`config.mk`:
```
export PLATFORM = sky130hd
export DESIGN_NAME = mux_piso_sequencer_flat
export DESIGN_NICKNAME = d
export VERILOG_FILES = /design/src/rtl/mux_piso_if.sv /design/src/rtl/mux_piso_sequencer.sv /design/src/flat_wrapper.sv
export SDC_FILE = /design/constraint.sdc
export NUM_CORES = 1
export LEC_CHECK = 0
export ABC_AREA = 1
export CORE_AREA = 2 2 57 59
export CTS_BUF_LIST = sky130_fd_sc_hd__clkbuf_4 sky130_fd_sc_hd__clkbuf_8
export CTS_CLUSTER_SIZE = 10
export DETAILED_ROUTE_END_ITERATION = 6
export DIE_AREA = 0 0 59 61
export GPL_ROUTABILITY_DRIVEN = 0
export HOLD_SLACK_MARGIN = 0.08
export PLACE_DENSITY_LB_ADDON = 0.05
export SKIP_LAST_GASP = 1
export SYNTH_ARGS = -nofsm -noshare
export SYNTH_HDL_FRONTEND = slang
export SYNTH_SLANG_ARGS = --single-unit
```
`constraint.sdc`:
```
create_clock -name clk -period 1.6 [get_ports clk]
set_input_delay 0.32 -clock clk [delete_from_list [all_inputs] [get_ports clk]]
set_output_delay 0.32 -clock clk [all_outputs]
set_load 0.05 [all_outputs]
```
`src/rtl/mux_piso_if.sv`:
```
// Parallel-in / serial-out handshake bundle for mux_piso_sequencer.
// master = word producer and serial consumer, slave = the sequencer itself.
interface mux_piso_if #(
  parameter int SEL_W = 3
);
  localparam int WIDTH = 2 ** SEL_W;

  // Valid/ready rule on both channels: a transfer happens on a rising clk edge
  // where valid && ready are both high; the sender holds its data stable while
  // valid is high and ready is low, and ready may depend on the other channel.
  logic [WIDTH-1:0] in_data;
  logic             in_valid;
  logic             in_ready;
  logic [SEL_W-1:0] sel;
  logic             ser_bit;
  logic             ser_valid;
  logic             ser_ready;
  logic             ser_first;
  logic             ser_last;
  logic             busy;
  logic [1:0]       dbg_state;

  modport master (
    output in_data, in_valid, ser_ready,
    input  in_ready, sel, ser_bit, ser_valid, ser_first, ser_last, busy, dbg_state
  );

  modport slave (
    input  in_data, in_valid, ser_ready,
    output in_ready, sel, ser_bit, ser_valid, ser_first, ser_last, busy, dbg_state
  );
endinterface

```
`src/rtl/mux_piso_sequencer.sv`:
```
// Word-in, bit-out sequencer driving the select lines of an 8:1 mux stage.
// Define MUX_PISO_PARITY_EN to append an even-parity beat to every frame.
module mux_piso_sequencer #(
  parameter int SEL_W     = 3,
  parameter bit MSB_FIRST = 1'b0
) (
  input logic       clk,
  input logic       rst_n,
  mux_piso_if.slave bus
);
  localparam int WIDTH = 2 ** SEL_W;
  localparam logic [SEL_W-1:0] SEL_START = MSB_FIRST ? SEL_W'(WIDTH - 1) : '0;
  localparam logic [SEL_W-1:0] SEL_END   = MSB_FIRST ? '0 : SEL_W'(WIDTH - 1);
  localparam logic [SEL_W-1:0] SEL_ONE   = SEL_W'(1);
  localparam logic [SEL_W:0]   BEAT_ONE  = (SEL_W + 1)'(1);

  typedef enum logic [1:0] {
    IDLE  = 2'd0,
    SHIFT = 2'd1
`ifdef MUX_PISO_PARITY_EN
    , PAR = 2'd2
`endif
  } state_t;

  state_t           state;
  logic [WIDTH-1:0] word_reg;
  logic [SEL_W-1:0] sel_cnt;
  logic [SEL_W:0]   beat_cnt;

  logic at_end;
  logic final_beat;
  logic beat_fire;
  logic load;

  assign at_end = (state == SHIFT) && (sel_cnt == SEL_END);

  // The final beat of a frame is where the next word may be accepted.
`ifdef MUX_PISO_PARITY_EN
  assign final_beat  = (state == PAR);
  assign bus.ser_bit = (state == PAR) ? ^word_reg : word_reg[sel_cnt];
`else
  assign final_beat  = at_end;
  assign bus.ser_bit = word_reg[sel_cnt];
`endif

  assign bus.in_ready  = (state == IDLE) || (final_beat && bus.ser_ready);
  assign bus.ser_valid = (state != IDLE);
  assign bus.busy      = (state != IDLE);
  assign bus.sel       = sel_cnt;
  assign bus.ser_first = (state == SHIFT) && (beat_cnt == '0);
  assign bus.ser_last  = final_beat;
  assign bus.dbg_state = state;

  assign beat_fire = bus.ser_valid && bus.ser_ready;
  assign load      = bus.in_valid && bus.in_ready;

  always_ff @(posedge clk) begin
    if (!rst_n) begin
      state    <= IDLE;
      word_reg <= '0;
      sel_cnt  <= SEL_START;
      beat_cnt <= '0;
    end else if (load) begin
      // Covers both a load from IDLE and a back-to-back load on the final beat.
      word_reg <= bus.in_data;
      sel_cnt  <= SEL_START;
      beat_cnt <= '0;
      state    <= SHIFT;
    end else if (beat_fire) begin
      if (final_beat) begin
        state <= IDLE;
`ifdef MUX_PISO_PARITY_EN
      end else if (at_end) begin
        state    <= PAR;
        beat_cnt <= beat_cnt + BEAT_ONE;
`endif
      end else begin
        sel_cnt  <= MSB_FIRST ? (sel_cnt - SEL_ONE) : (sel_cnt + SEL_ONE);
        beat_cnt <= beat_cnt + BEAT_ONE;
      end
    end
  end
endmodule

```
`src/flat_wrapper.sv`:
```
// flat-port wrapper written by rule: the top's interface ports become plain ports
module mux_piso_sequencer_flat 
#(
  parameter int SEL_W     = 3,
  parameter bit MSB_FIRST = 1'b0
)
  (clk, rst_n, bus_in_data, bus_in_valid, bus_ser_ready, bus_in_ready, bus_sel, bus_ser_bit, bus_ser_valid, bus_ser_first, bus_ser_last, bus_busy, bus_dbg_state);
  mux_piso_if #(.SEL_W(SEL_W)) bus_i ();
  input logic clk;
  input logic rst_n;
  input wire logic [$bits(bus_i.in_data)-1:0] bus_in_data;
  input wire logic [$bits(bus_i.in_valid)-1:0] bus_in_valid;
  input wire logic [$bits(bus_i.ser_ready)-1:0] bus_ser_ready;
  output wire logic [$bits(bus_i.in_ready)-1:0] bus_in_ready;
  output wire logic [$bits(bus_i.sel)-1:0] bus_sel;
  output wire logic [$bits(bus_i.ser_bit)-1:0] bus_ser_bit;
  output wire logic [$bits(bus_i.ser_valid)-1:0] bus_ser_valid;
  output wire logic [$bits(bus_i.ser_first)-1:0] bus_ser_first;
  output wire logic [$bits(bus_i.ser_last)-1:0] bus_ser_last;
  output wire logic [$bits(bus_i.busy)-1:0] bus_busy;
  output wire logic [$bits(bus_i.dbg_state)-1:0] bus_dbg_state;
  assign bus_i.in_data = bus_in_data;
  assign bus_i.in_valid = bus_in_valid;
  assign bus_i.ser_ready = bus_ser_ready;
  assign bus_in_ready = bus_i.in_ready;
  assign bus_sel = bus_i.sel;
  assign bus_ser_bit = bus_i.ser_bit;
  assign bus_ser_valid = bus_i.ser_valid;
  assign bus_ser_first = bus_i.ser_first;
  assign bus_ser_last = bus_i.ser_last;
  assign bus_busy = bus_i.busy;
  assign bus_dbg_state = bus_i.dbg_state;
  mux_piso_sequencer #(.SEL_W(SEL_W), .MSB_FIRST(MSB_FIRST)) u_core (.clk(clk), .rst_n(rst_n), .bus(bus_i));
endmodule
```
==> results.py, run 1 <==
metrics = {
    "setup_path": {
        "endpoint_kind": "output port",
        "r2r_slack_ns": 0,
        "arrival_ns": 1.37,
        "path_class": "reg -> out",
        "slowest_stage": "dfxtp_4",
        "max_stage_delay_ns": 0.36,
        "crit_chain": "buf_4 > ha_4 > ha_4 > nand2_4 > nand2_4 > buf_12",
        "endpoint": "bus_in_ready",
        "reg2regPathDepth": 11,
        "r2r_end": "u_core.word_reg[0]",
        "r2r_start": "u_core.bus.sel[0]",
        "required_ns": 1.28,
        "start_kind": "register",
        "cp_max_fo": 3,
        "critical_path.startpoint": "u_core.bus.sel[0]",
    },
    "synthesis": {
        "synth_fp_nets": 131,
        "ys_warn_count": 0,
        "synth-simple-area-share": 0.275,
        "synth_fa_ha_area_frac": 0.0633,
        "synthMuxAreaShare": 0,
        "synth_area_um2": 791,
        "synth_top_family_by_area": "simple AND/OR/NAND/NOR gates",
        "synth-seq-cells": 16,
        "synth_compound_area_frac": 0.120,
        "ys_seq_area_frac": 0.405,
        "syn_inst": 115,
        "synth_xor_area_frac": 0.0111,
        "syn_avg_cell_area_um2": 6.88,
        "ys_types": 18,
    },
    "placed_design": {
        "port_buffers": 21,
        "dp_slack_ns": 0.0539,
        "hpwlAfterDp_mm": 1.36,
    },
    "routing": {
        "postRouteAntennaNets": 0,
        "wl_per_cell_um": 10.4,
        "drt_pass1_iterations": 4,
        "vias": 791,
        "drt_wl_total_mm": 1.89,
        "drc_errors": 0,
        "via_per_inst": 4.35,
        "drtIter0Drc": 19,
    },
    "power": {
        "p_comb_frac": 0.275,
        "intPower_w": 0.000690,
        "leakagePower_nw": 0.618,
        "power_density_nw_per_um2": 726,
        "peakVddDrop_mv": 0.455,
        "p_sw_w": 0.000290,
        "clkPwrFrac": 0.278,
        "seq_power_share": 0.447,
        "sw_frac_of_total": 0.296,
    },
    "floorplanning": {
        "dieArea_um2": 3600,
        "num_rows": 20,
        "die_height_um": 61,
        "fp.dieW_um": 59,
        "initial_utilization": 0.268,
        "ios": 23,
        "fp.coreArea_um2": 2950,
    },
    "cts": {
        "clk-insertion-delay-late_ns": 0.29,
        "cts_sinks": 16,
        "clk_pin_slew_ns": 0.10,
        "cts_buffer_depth": 2,
        "cts_hold_buf": 0,
        "cts_buffers": 3,
        "cts_tree": "yes",
        "cts_max_level": 1,
        "root_buffer": "clkbuf_4",
    },
    "global_routing": {
        "grt_pass1_wl_mm": 3.35,
        "grt-ovfl-total": 0,
        "grt_usage": 0.127,
        "grt_max_degree": 11,
        "antenna_found_initial": 0,
        "grt_pass1_vias": 735,
    },
    "sta": {
        "period_minus_slack_ns": 1.69,
        "fin_crit_sh": 1.06,
        "rsz0062_at_grt": "yes",
        "report.final.hold_viol_count": 0,
        "max_freq_mhz": 591,
        "slew_violations": 0,
        "whs_ns": 0.486,
        "clock_skew_ns": 0.00166,
        "setup-violations-final": 3,
        "worst_slack_ns": -0.0917,
    },
    "layout": {
        "final_common_cell": "nor2_1",
        "largest_reg_flops": 8,
        "diodes": 0,
        "final_util": 0.457,
        "final_cell_mix": "22 x nor2_1, 19 x nand2_1, 14 x buf_4, 13 x o21ai_0, 11 x clkdlybuf4s50_1",
        "layout-drive-gt1-share": 0.376,
        "layout.nets": 166,
        "area_growth_pct": 70.6,
    },
    "status": {
        "violations": "setup timing",
        "status": "finished, violations left",
    },
    "hold_path": {
        "min_from": "u_core.word_reg[1]",
        "min-delay-path-class": "reg -> reg",
    },
    "job": {
        "cap_violations": 0,
    },
}
## per-layer routing
metal | share of wire | global-route usage | wire length, um
met3 | 0.042 | 0.0405 | 79
met1 | 0.43 | 0.140 | 819
met2 | 0.52 | 0.227 | 980
met5 | 0 | 0 | 0
met4 | 0.0079 | 0.0487 | 15
## per-stage QoR
step	TNS [ns]	total power, W	instances	cell area, um^2
finish	-0.248	0.000980	182	1350
global placement	0	0.000692	168	1150
global route	-1.45	0.00105	182	1350
CTS	-0.103	0.000984	176	1290
detailed placement	0	0.000694	168	1150
floorplan	0	0.000577	115	820
## area by class of cell
| cell class | count | area, um^2 |
|---|---|---|
| fill | 315 | 1600 |
| multi-input combinational | 79 | 459 |
| timing repair buffer | 35 | 410 |
| sequential | 16 | 335 |
| inverter | 15 | 66.3 |
| tap | 33 | 41.3 |
| clock buffer | 4 | 36.3 |
## cell families (layout without fill, tap and decap cells)
kind of cell,after synthesis,count (layout)
AOI/OAI and AO/OA,19,19
xor gates and xnor gates,1,1
adders and majority gates,4,4
buffers and inverters,20,54
DFF,16,16
other,1,1
and+or+nand+nor,54,54
## worst min-delay path by stage
stage,end,slack [ns],depth (start not counted)
after floorplan,u_core.word_reg[1],0.45,2
after CTS,u_core.word_reg[1],0.49,2
after detailed placement,u_core.word_reg[1],0.47,2
after global placement,u_core.word_reg[1],0.46,2
after global routing,u_core.word_reg[1],0.51,2
final,u_core.word_reg[1],0.49,2
## worst max-delay path, delay by kind of cell, from the launching register on
family	cells	cell delay [ns]
flip-flops	1	0.36
buffers and inverters	2	0.29
adder cells (fa/ha/maj)	2	0.33
AND/OR/NAND/NOR	2	0.11
## synth_stat cells
cell type | number | area [um^2]
dfxtp_1 | 16 | 320
ha_1 | 4 | 50.1
conb_1 | 1 | 3.75
inv_2 | 2 | 7.51
clkbuf_1 | 1 | 3.75
xor2_1 | 1 | 8.76
nand2_2 | 1 | 6.26
clkinv_4 | 1 | 8.76
nor3_1 | 1 | 5.00
inv_1 | 12 | 45.0
nand3_2 | 1 | 10.0
nand2_1 | 26 | 97.6
nor3b_1 | 1 | 7.51
o21ai_0 | 15 | 75.1
nor2_1 | 23 | 86.3
nand3_1 | 1 | 5.00
a21oi_1 | 4 | 20.0
buf_4 | 4 | 30.0
## power by group through the flow
stage	clock network [W]	logic [W]	registers, W
after detailed placement	0	0.000249	0.000445
after global routing	0.000314	0.000290	0.000442
after CTS	0.000286	0.000260	0.000438
final	0.000273	0.000269	0.000438
after global placement	0	0.000248	0.000445
after floorplan	0	0.000126	0.000451
## timing repair
| action | 4_1_cts | 5_1_grt |
|---|---|---|
| pin swaps | 4 | 6 |
| endpoints found under the hold margin | 0 | 0 |
| resized for setup | 22 | 7 |
| gates cloned | 0 | 0 |
| setup buffers | 5 | 6 |
| setup endpoints to repair | 4 | 4 |
Note: power is estimated with default switching activity, not from simulation.
==> run 2, diff against run 1 <==
REMOVE_ABC_BUFFERS = 1   (was default)
SKIP_LAST_GASP = default   (was 1)
==> results.py, run 2 (synthesized netlist as in run 1, its figures left out) <==
metrics = {
    "status": {
        "status": "finished, violations left",
        "violations": "setup timing",
    },
    "global_routing": {
        "antenna_found_initial": 0,
        "grt_pass1_vias": 801,
        "grt_pass1_wl_mm": 3.37,
        "grt-ovfl-total": 0,
        "grt_max_degree": 11,
        "grt_usage": 0.127,
    },
    "routing": {
        "drtIter0Drc": 14,
        "wl_met3_um": 84,
        "wl_per_cell_um": 11.0,
        "wl_met1_um": 806,
        "via_per_inst": 4.46,
        "postRouteAntennaNets": 0,
        "vias": 802,
        "drt_pass1_iterations": 4,
        "wl_met2_mm": 1.05,
        "drc_errors": 0,
        "drt_wl_total_mm": 1.98,
        "route.top_layer_used": "met4",
    },
    "power": {
        "power_density_nw_per_um2": 733,
        "fin_total_pwr_w": 0.000972,
        "seq_power_share": 0.448,
        "p_comb_frac": 0.276,
        "p_sw_w": 0.000284,
        "leakagePower_nw": 0.601,
        "intPower_w": 0.000688,
        "clkPwrFrac": 0.276,
        "sw_frac_of_total": 0.292,
        "peakVddDrop_mv": 0.477,
    },
    "layout": {
        "fin_area_um2": 1330,
        "layout.nets": 164,
        "final_cell_mix": "23 x nand2_1, 22 x nor2_1, 12 x o21ai_0, 12 x dfxtp_1",
        "diodes": 0,
        "layout-drive-gt1-share": 0.320,
        "largest_reg_flops": 8,
        "final_common_cell": "nand2_1",
        "area_growth_pct": 67.7,
    },
    "sta": {
        "setup-violations-final": 1,
        "rsz0062_at_grt": "yes",
        "report.final.hold_viol_count": 0,
        "slew_violations": 0,
        "worst_slack_ns": -0.0728,
        "tns_ns": -0.0728,
        "whs_ns": 0.490,
        "period_minus_slack_ns": 1.67,
        "fin_crit_sh": 1.05,
        "max_freq_mhz": 598,
        "clock_skew_ns": 0.00271,
    },
    "setup_path": {
        "reg2regPathDepth": 9,
        "arrival_ns": 1.35,
        "critical_path.startpoint": "u_core.bus.sel[0]",
        "endpoint": "bus_ser_bit",
        "r2r_slack_ns": 0.18,
        "r2r_end": "u_core.beat_cnt[1]",
        "cp_max_fo": 7,
        "start_kind": "register",
        "required_ns": 1.28,
        "r2r_start": "u_core.bus.sel[0]",
        "endpoint_kind": "output port",
        "path_class": "reg -> out",
    },
    "job": {
        "cap_violations": 0,
    },
    "placed_design": {
        "port_buffers": 21,
        "hpwlAfterDp_mm": 1.42,
        "place_area_um2": 1170,
    },
    "floorplanning": {
        "num_rows": 20,
        "dieArea_um2": 3600,
        "die_height_um": 61,
        "fp.dieW_um": 59,
        "fp.coreArea_um2": 2950,
        "ios": 23,
        "initial_utilization": 0.268,
    },
    "cts": {
        "cts_buffer_depth": 2,
        "clk_pin_slew_ns": 0.10,
        "cts_tree": "yes",
        "root_buffer": "clkbuf_4",
        "cts_sinks": 16,
        "cts_max_level": 1,
        "clk-insertion-delay-late_ns": 0.28,
        "cts_hold_buf": 0,
        "cts_buffers": 3,
    },
    "hold_path": {
        "min-delay-path-class": "reg -> reg",
    },
}
[run 2: worst max-delay path, cell delays in order (launching register included)]
cell     delay [ns]
dfxtp_2        0.35
buf_6          0.14
inv_4          0.07
nand2_1        0.05
nand2_1        0.06
nand2_1        0.05
o21ai_1        0.07
nand2_1        0.08
nand2_2        0.08
buf_12         0.13
[run 2: what timing repair did]
| item | 4_1_cts | 5_1_grt |
|---|---|---|
| pin swaps | 5 | 2 |
| setup buffers | 5 | 1 |
| resized for setup | 25 | 2 |
| setup endpoints to repair | 4 | 4 |
[run 2: final cells by class]
cell class / instances / area, um^2
Tap cell: 33 / 41.3
Timing Repair Buffer: 33 / 420
Multi-Input combinational cell: 79 / 439
Inverter: 15 / 63.8
Fill cell: 307 / 1630
Sequential cell: 16 / 325
Clock buffer: 4 / 36.3
[run 2: power by group through the flow]
stage	registers (W)	clock network, W	logic (W)
after global routing	0.000437	0.000294	0.000291
after floorplan	0.000467	0	0.0000938
after global placement	0.000441	0	0.000253
after CTS	0.000435	0.000284	0.000270
after detailed placement	0.000442	0	0.000255
final	0.000435	0.000269	0.000268
[run 2: stage by stage]
| stage | worst slack [ns] | utilization | cells |
|---|---|---|---|
| final | -0.0728 | 0.449 | 180 |
| after global routing | -0.190 | 0.449 | 180 |
| after CTS | -0.0976 | 0.444 | 179 |
| after detailed placement | 0.0574 | 0.397 | 171 |
| after global placement | 0.0368 | 0.397 | 171 |
| after floorplan | -1.24 | - | 110 |
[run 2: how the worst min path moves through the flow]
stage	from	end	slack, ns	cells past startpoint
finish	u_core.word_reg[0]	u_core.word_reg[0]	0.49	2
floorplan	rst_n	u_core.bus.dbg_state[0]	0.43	2
global route	u_core.word_reg[6]	u_core.word_reg[6]	0.51	2
global placement	u_core.word_reg[3]	u_core.word_reg[3]	0.47	2
detailed placement	u_core.word_reg[6]	u_core.word_reg[6]	0.47	2
CTS	u_core.word_reg[4]	u_core.word_reg[4]	0.50	2
[run 2: per-layer routing]
metal / track usage / vias to the layer above
met1: 0.125 / 363
met3: 0.0426 / 4
met2: 0.243 / 18
met5: 0 / -
li1: - / 417
met4: 0.0519 / 0
==> run 3, diff against run 2 <==
GPL_ROUTABILITY_DRIVEN = default   (was 0)
==> results of run 3 <==
No change in the layout: final DEF, timing and power equal those of run 2.
